==> config.mk <==
export PLATFORM = sky130hd
export DESIGN_NAME = vectored_irq_ctrl
export DESIGN_NICKNAME = d
export VERILOG_FILES = /design/src/rtl/vectored_irq_ctrl.sv
export SDC_FILE = /design/constraint.sdc
export NUM_CORES = 1
export LEC_CHECK = 0
export BUFFER_PORTS_ARGS = -buffer_cell sky130_fd_sc_hd__clkbuf_2
export CAP_MARGIN = 0
export CORE_MARGIN = 5
export CORE_UTILIZATION = 40
export CTS_CLUSTER_DIAMETER = 150
export CTS_CLUSTER_SIZE = 10
export DETAILED_ROUTE_END_ITERATION = 16
export GPL_ROUTABILITY_DRIVEN = 1
export PLACE_DENSITY = 0.78
export SLEW_MARGIN = 30
export SYNTH_ARGS = -nofsm -noshare
export SYNTH_HDL_FRONTEND = slang
export SYNTH_HIERARCHICAL = 1
export SYNTH_SLANG_ARGS = --single-unit
==> constraint.sdc <==
create_clock -name clk -period 1.6 [get_ports clk]
set_input_delay 0.32 -clock clk [delete_from_list [all_inputs] [get_ports clk]]
set_output_delay 0.32 -clock clk [all_outputs]
set_load 0.005 [all_outputs]
==> src/rtl/vectored_irq_ctrl.sv <==
// Vectored interrupt controller for the single-cycle MIPS core.
// Latches rising edges of N_IRQ sources into pending bits, masks them, picks
// the lowest-index eligible channel and redirects the PC to its vector slot.
// One level of service: further interrupts are held off until JEPC (eret).

// Per-channel request cell: edge detector plus sticky pending bit.
module vic_chan (
   input  logic clk,
   input  logic reset,
   input  logic irq_i,
   input  logic clr_i,
   output logic pending_o
);
   logic irq_q;
   logic pend_q, pend_d;
   logic rise;

   // A new rising edge wins over a same-cycle clear, so the request is never lost.
   always_comb begin
      rise   = irq_i & ~irq_q;
      pend_d = rise | (pend_q & ~clr_i);
   end

   // Source delay line for edge detection and the pending bit itself.
   always_ff @(posedge clk or posedge reset) begin
      if (reset) begin
         irq_q  <= 1'b0;
         pend_q <= 1'b0;
      end else begin
         irq_q  <= irq_i;
         pend_q <= pend_d;
      end
   end

   assign pending_o = pend_q;
endmodule

module vectored_irq_ctrl #(
   parameter int          N_IRQ      = 4,
   parameter logic [31:0] VEC_BASE   = 32'h0000_01F0,
   parameter logic [31:0] VEC_STRIDE = 32'd4,
   localparam int         ID_W       = (N_IRQ > 1) ? $clog2(N_IRQ) : 1
) (
   input  logic             clk,
   input  logic             reset,
   input  logic [N_IRQ-1:0] irq,
   input  logic             mask_we,
   input  logic [N_IRQ-1:0] mask_wd,
   input  logic             eret,
   input  logic [31:0]      pc_next,
   output logic             take,
   output logic [31:0]      vector_addr,
   output logic [31:0]      epc,
   output logic [ID_W-1:0]  active_id,
   output logic             in_service,
   output logic [N_IRQ-1:0] pending,
   output logic [N_IRQ-1:0] mask
);
   typedef enum logic {S_IDLE, S_SERVICE} state_t;

   state_t           state_q, state_d;
   logic [N_IRQ-1:0] mask_q, mask_d;
   logic [31:0]      epc_q, epc_d;
   logic [ID_W-1:0]  active_id_q, active_id_d;

   logic [N_IRQ-1:0] pend;
   logic [N_IRQ-1:0] eligible;
   logic [N_IRQ-1:0] clr;
   logic [ID_W-1:0]  winner;
   logic             any_elig;

   // Per-channel edge detect and pending storage.
   for (genvar g = 0; g < N_IRQ; g++) begin : g_chan
      vic_chan u_chan (
         .clk       (clk),
         .reset     (reset),
         .irq_i     (irq[g]),
         .clr_i     (clr[g]),
         .pending_o (pend[g])
      );
   end

   // Fixed priority: lowest eligible index wins.
   always_comb begin
      eligible = pend & mask_q;
      winner   = '0;
      any_elig = 1'b0;
      for (int i = 0; i < N_IRQ; i++) begin
         if (eligible[i] && !any_elig) begin
            winner   = ID_W'(i);
            any_elig = 1'b1;
         end
      end
   end

   // Mask register: a write takes effect on eligibility from the next cycle.
   always_comb begin
      mask_d = mask_q;
      if (mask_we) mask_d = mask_wd;
   end

   // FSM next state, take decision, EPC/id capture and pending clear.
   always_comb begin
      state_d     = state_q;
      epc_d       = epc_q;
      active_id_d = active_id_q;
      take        = 1'b0;
      clr         = '0;
      unique case (state_q)
         S_IDLE: begin
            // eret while idle has no meaning and is ignored.
            if (any_elig) begin
               take        = 1'b1;
               clr[winner] = 1'b1;
               epc_d       = pc_next;
               active_id_d = winner;
               state_d     = S_SERVICE;
            end
         end
         S_SERVICE: begin
            // Returning to IDLE first lets the instruction at epc execute
            // before any queued request can be taken.
            if (eret) state_d = S_IDLE;
         end
         default: state_d = S_IDLE;
      endcase
   end

   // Vector slot of the winner; parked at VEC_BASE while nothing is taken.
   always_comb begin
      vector_addr = VEC_BASE;
      if (take) vector_addr = VEC_BASE + (32'(winner) * VEC_STRIDE);
   end

   // Controller state registers; reset drops to IDLE with everything enabled.
   always_ff @(posedge clk or posedge reset) begin
      if (reset) begin
         state_q     <= S_IDLE;
         mask_q      <= '1;
         epc_q       <= '0;
         active_id_q <= '0;
      end else begin
         state_q     <= state_d;
         mask_q      <= mask_d;
         epc_q       <= epc_d;
         active_id_q <= active_id_d;
      end
   end

   assign epc        = epc_q;
   assign active_id  = active_id_q;
   assign in_service = (state_q == S_SERVICE);
   assign pending    = pend;
   assign mask       = mask_q;
endmodule

==> results of run 1 <==
## per-stage QoR
step           setup TNS (ns)  setup slack [ns]  instances  util (%)  power [mW]
6_report               -3.030           -0.2499        340     57.45       4.158
3_3_place_gp          -0.1351          -0.02791        324     52.09       3.112
5_1_grt                -5.810           -0.3605        340     57.45       4.387
3_5_place_dp          -0.5793          -0.07235        324     52.09       3.160
4_1_cts                -5.212           -0.2936        338     56.59       4.155
2_1_floorplan          -3.822           -0.1388        185         -       2.559
## cell families (layout without fill, tap and decap cells)
| logic type | count (synthesis) | after routing | share of synthesized area (%) |
|---|---|---|---|
| and+or+nand+nor | 12 | 12 | 2.415 |
| DFF | 47 | 47 | 54.28 |
| muxes | 36 | 36 | 23.29 |
| AOI/OAI and AO/OA | 12 | 12 | 5.175 |
| other | 2 | 30 | 0.3452 |
| buffers and inverters | 48 | 133 | 14.49 |
## where the power goes
| group | switching, mW | internal [mW] |
|---|---|---|
| Combinational | 0.569 | 0.982 |
| Sequential | 0.219 | 1.55 |
| Clock | 0.386 | 0.457 |
| Total | 1.17 | 2.98 |
## timing repair
item                       4_1_cts  5_1_grt
hold endpoints to repair         8        0
buffers inserted                 4        3
gates resized for setup         10       13
gates cloned                     2        2
pin swaps                        3        1
hold buffers                     1        0
setup endpoints to repair       27       37
## Yosys cell counts
| library cell | n |
|---|---|
| a222oi_1 | 1 |
| nor3_1 | 1 |
| a21oi_1 | 3 |
| o2bb2a_1 | 1 |
| conb_1 | 2 |
| dfrtp_1 | 43 |
| a211oi_1 | 1 |
| a21oi_2 | 1 |
| o22ai_2 | 4 |
| mux2_4 | 27 |
| inv_1 | 14 |
| nand3_1 | 2 |
| nor2_1 | 3 |
| o32a_2 | 1 |
| mux2_2 | 9 |
| and3_2 | 1 |
| dfstp_2 | 4 |
| clkbuf_1 | 1 |
| buf_4 | 30 |
| buf_6 | 3 |
| nand2_1 | 5 |
## per-layer routing
layer	wire length [um]	up-vias
li1	-	686
met1	2012	732
met2	2628	67
met3	391	6
met4	54	0
met5	0	-
## registers in the layout, indices dropped and copies added, names as in the netlist
signal                   cells
mask                         4
g_chan.u_chan/irq_q          4
g_chan.u_chan/pending_o      4
active_id                    2
epc                         32
in_service                   1
## worst max-delay path by stage
stage | end | slack, ns
final | vector_addr[2] | -0.25
after global routing | vector_addr[2] | -0.36
after CTS | vector_addr[2] | -0.29
after detailed placement | epc[20] | -0.07
after global placement | epc[19] | -0.03
after floorplan | epc[0] | -0.14
## worst max-delay path, stage by stage, from the launching register on
cell	delay, ns
dfstp_2	0.38
a222oi_1	0.33
buf_4	0.20
nand3_2	0.08
a21oi_2	0.13
buf_2	0.13
## area by class of cell
| class | instances | area share [%] |
|---|---|---|
| Timing Repair Buffer | 112 | 24.52 |
| Inverter | 14 | 1.757 |
| Clock buffer | 5 | 2.301 |
| Tap cell | 70 | 2.929 |
| Clock inverter | 2 | 1.255 |
| Multi-Input combinational cell | 90 | 27.74 |
| Sequential cell | 47 | 39.50 |
==> reports/results.tsv, run 1 <==
stage	metric	value	unit
status	status	finished, violations left	
status	violations	setup timing	
clock_tree	cts_sinks	47	
finish	antenna-diode-count	0	
grt	grt_first_pass_wirelength	7907	um
floorplanning	start_util	41.80	%
timing	timing.fmax	540.6	MHz
timing	hold_violations	0	
finish	register_area	1181	um2
min_path	hold_start	irq[3]	
finish	multi_input_area	829.5	um2
yosys	synth_area	2176	um2
finish	drive_gt1_share	62.22	%
yosys	avgSynthCellArea	13.86	um2
clock_tree	clk_latency	0.30	ns
clock_tree	clock_path_buffers	2	
yosys	synth.distinct_cells	21	
grt	grtUsageMet2	23.86	%
pwr	p_leak	1.622	nW
floorplanning	die_area	7015	um2
job	cap_violations	0	
grt	antenna_found_initial	0	
floorplanning	core-area	5205	um2
floorplanning	ios	120	
clock_tree	cts_made_buffers	5	
timing	clock_skew	0.008481	ns
route	vias	1491	
clock_tree	path_clk_slew	0.09	ns
critical_path	critPathLaunchType	flop	
timing	setup_viol	37	
grt	track_usage	14.04	%
grt	grt_max_degree	18	
yosys	synth_seq_cells	47	
timing	relSlewSlack	66.40	%
timing	finalCritPeriodShare	115.6	%
finish	fill_cells	438	
timing	min_period	1.850	ns
timing	rsz0062_at_grt	yes	
critical_path	startpoint	mask[1]	
grt	grt_pass1_vias	1546	
finish	final_cell_mix	clkbuf_2, dfrtp_1, mux2_4	
placed_design	place.gp.congestion	0.7572	
pwr	ir_worst_vdd	0.0006770	V
placed_design	placed_area	2711	um2
timing	worst_pin_slew	0.5034	ns
critical_path	endpoint_kind	output pin	
min_path	min_path_type	input port to flop	
route	routed_wl	5087	um
clock_tree	cts_tree	yes	
route	vias_per_cell	4.385	
critical_path	arrival	1.53	ns
min_path	min_path_cells	1	
timing	finalWorstSetupSlack	-0.2499	ns
route	drt-wirelength-per-cell	14.96	um
finish	layout_commonest_cell	clkbuf_2	
grt	grt_overflow	0	
min_path	worstHoldEndpoint	g_chan[3].u_chan/irq_q	
grt	grt_use_met3	4.344	%
yosys	yosysTopAreaCell	dfrtp_1	
placed_design	dp_hpwl	3783	um
critical_path	path_max_fanout	3	
grt	grt-busiest-layer	met2	
yosys	synth_area_leaders	dfrtp_1, mux2_4, buf_4, dfstp_2, mux2_2	
clock_tree	cts_max_level	2	
yosys	ys_warn_count	6	
critical_path	worstSetupPathType	flop to output pin	
floorplanning	die_w	83.76	um
clock_tree	cts-root-buf	clkbuf_8	
route	postRouteAntennaNets	0	
finish	area_growth	37.44	%
critical_path	critical_path_required	1.28	ns
critical_path	r2r_cells	7	
yosys	synth.yosys.seq_area_share	54.28	%
finish	design_area	2990	um2
route	dr.pass1.iters	4	
grt	use_met1	17.18	%
route	drc	0	
pwr	power_density	1390	nW/um2
critical_path	r2r_end	epc[23]	
critical_path	r2r_start	mask[1]	
floorplanning	rows	26	
placed_design	numPortBuffers	89	
yosys	synthCells	157	
route	drtIter0Drc	19	
critical_path	rrSetupSlack	-0.14	ns
timing	whs	0.1357	ns
finish	nNetsFinal	314	
yosys	synth_top_area_share	49.45	%
timing	slew_violations	0	
floorplanning	die_h	83.76	um
(Power assumes the default switching activity.)
==> inputs of run 2 (changes only) <==
Settings changed: RECOVER_POWER set to 50.
==> run 2 against run 1 <==
Effect of this change: the flow still finishes with violations (setup timing); combinational power about the same; critical path depth unchanged; clock power hardly changed; highest routed layer unchanged.
==> reports/results.tsv, run 2 (same netlist as run 1, synthesis figures left out) <==
stage	metric	value	unit	change
floorplanning	start_util	41.80	%	unchanged
finish	nNetsFinal	314		unchanged
route	drt-wirelength-per-cell	15.01	um	was 14.96 um
critical_path	path_depth	5		unchanged
timing	finalCritPeriodShare	115.5	%	was 115.6%
placed_design	numPortBuffers	89		unchanged
grt	grt_overflow	0		unchanged
status	violations	setup timing		unchanged
pwr	ir_worst_vdd	0.0006770	V	about the same
critical_path	r2r_cells	7		unchanged
pwr	power_density	1394	nW/um2	was 1390 nW/um2
clock_tree	cts_sinks	47		unchanged
floorplanning	core-area	5205	um2	unchanged
min_path	min_path_type	input port to flop		unchanged
route	drtIter0Drc	20		was 19
finish	layout_commonest_cell	clkbuf_2		unchanged
timing	relSlewSlack	66.27	%	was 66.40%
floorplanning	rows	26		unchanged
timing	hold_violations	0		unchanged
timing	timing.fmax	541.1	MHz	was 540.6 MHz
grt	grt_first_pass_wirelength	7907	um	unchanged
route	drc	0		unchanged
grt	grt_pass1_vias	1546		unchanged
clock_tree	path_clk_slew	0.09	ns	about the same
route	vias	1496		was 1,491
finish	final_cell_mix	clkbuf_2, dfrtp_1, mux2_4		unchanged
placed_design	placed_area	2711	um2	unchanged
grt	antenna_found_initial	0		unchanged
grt	grtUsageMet2	23.86	%	unchanged
grt	use_met1	17.18	%	unchanged
placed_design	dp.cells	324		unchanged
route	dr.pass1.iters	4		unchanged
floorplanning	die_w	83.76	um	unchanged
clock_tree	cts-root-buf	clkbuf_8		unchanged
floorplanning	ios	120		unchanged
finish	drive_gt1_share	55.93	%	was 62.22%
critical_path	endpoint_kind	output pin		unchanged
floorplanning	die_area	7015	um2	unchanged
finish	antenna-diode-count	0		unchanged
min_path	min_path_cells	1		unchanged
finish	area_growth	36.17	%	was 37.44%
clock_tree	clock_path_buffers	2		unchanged
floorplanning	die_h	83.76	um	unchanged
critical_path	arrival	1.53	ns	about the same
timing	clock_skew	0.008625	ns	was 0.008481 ns
pwr	p_leak	1.571	nW	was 1.622 nW
placed_design	dp_hpwl	3783	um	unchanged
critical_path	worstSetupPathType	flop to output pin		unchanged
clock_tree	clk_latency	0.30	ns	about the same
finish	largest_register_ffs	32		unchanged
route	vias_per_cell	4.400		was 4.385
route	postRouteAntennaNets	0		unchanged
status	status	finished, violations left		unchanged
finish	instances_no_fill	340		unchanged
critical_path	slowest_stage	dfstp_2		unchanged
timing	finalWorstSetupSlack	-0.2480	ns	was -0.2499 ns
clock_tree	cts_tree	yes		unchanged
critical_path	critical-path-top-delay-family	compound AO/OA/AOI/OAI gates		unchanged
job	cap_violations	0		unchanged
critical_path	critical_path_required	1.28	ns	about the same
critical_path	critPathLaunchType	flop		unchanged
grt	grt_max_degree	18		unchanged
clock_tree	cts_max_level	2		unchanged
clock_tree	cts_made_buffers	5		unchanged
timing	setup_viol	37		unchanged
grt	track_usage	14.04	%	unchanged
critical_path	path_cells	a222oi_1, buf_4, nand3_2, a21oi_2, buf_2		unchanged
placed_design	place.gp.congestion	0.7572		unchanged
critical_path	path_max_fanout	3		unchanged
timing	slew_violations	0		unchanged
grt	grt-busiest-layer	met2		unchanged
grt	grt_use_met3	4.344	%	unchanged
timing	worst_pin_slew	0.5054	ns	was 0.5034 ns
finish	design_area	2963	um2	was 2990 um2
critical_path	max_stage_delay	0.38	ns	about the same
critical_path	critPathBufInv	2		unchanged
timing	min_period	1.848	ns	was 1.850 ns
timing	rsz0062_at_grt	yes		unchanged
route	routed_wl	5103	um	was 5087 um
## run 2: worst register-to-register path: stages (launching register included)
cell and delay, ns:
dfstp_2 0.38, a222oi_1 0.33, buf_4 0.20, a21oi_4 0.07, buf_12 0.14, buf_6 0.11, buf_8 0.13, mux2_4 0.29
## run 2: power breakdown
part           internal [mW]  switching (mW)  leakage, nW
sequential              1.54           0.218        0.534
clock                  0.457           0.385       0.0502
combinational          0.956           0.570        0.987
total                   2.96            1.17         1.57
## run 2: worst paths after layout
path                                        start  slack [ns]                          to
max                                       mask[1]       -0.25              vector_addr[2]
min                                        irq[3]        0.14      g_chan[3].u_chan/irq_q
max reg2reg                               mask[1]       -0.14                     epc[23]
min reg2reg                g_chan[3].u_chan/irq_q        0.45  g_chan[3].u_chan/pending_o
max in group asynchronous                   reset        0.35                     epc[24]
min in group asynchronous                   reset        0.50      g_chan[3].u_chan/irq_q
## run 2: metal layers
layer	share of wire, %	routed length (um)	up-vias
met1	40	2025	735
met3	8.0	408	6
li1	-	-	686
met4	1.1	54	0
met2	51	2615	69
met5	0	0	-
## run 2: layout make-up
cell class	instances	area, um2
clock inverter	2	37.54
inverter	14	52.55
fill	449	2242
clock buffer	5	68.82
multi-input combinational	90	829.5
tap	70	87.58
sequential	47	1181
timing repair buffer	112	705.7
## run 2: what timing repair did
action | 4_1_cts | 5_1_grt
endpoints found under the setup margin | 27 | 37
hold buffers | 1 | 0
pin swaps | 3 | 1
gates cloned | 2 | 2
endpoints found under the hold margin | 8 | 0
resized for setup | 10 | 13
buffers inserted | 4 | 3
## run 2: metrics by stage
step | power [mW] | setup slack [ns] | hold WS [ns] | util, % | setup TNS, ns
after floorplan | 2.559 | -0.1388 | 0.06118 | - | -3.822
after global placement | 3.112 | -0.02791 | 0.2400 | 52.09 | -0.1351
after detailed placement | 3.160 | -0.07235 | 0.2484 | 52.09 | -0.5793
after CTS | 4.155 | -0.2936 | 0.1266 | 56.59 | -5.212
after global routing | 4.358 | -0.3605 | 0.1394 | 56.92 | -5.811
final | 4.131 | -0.2480 | 0.1376 | 56.92 | -3.053
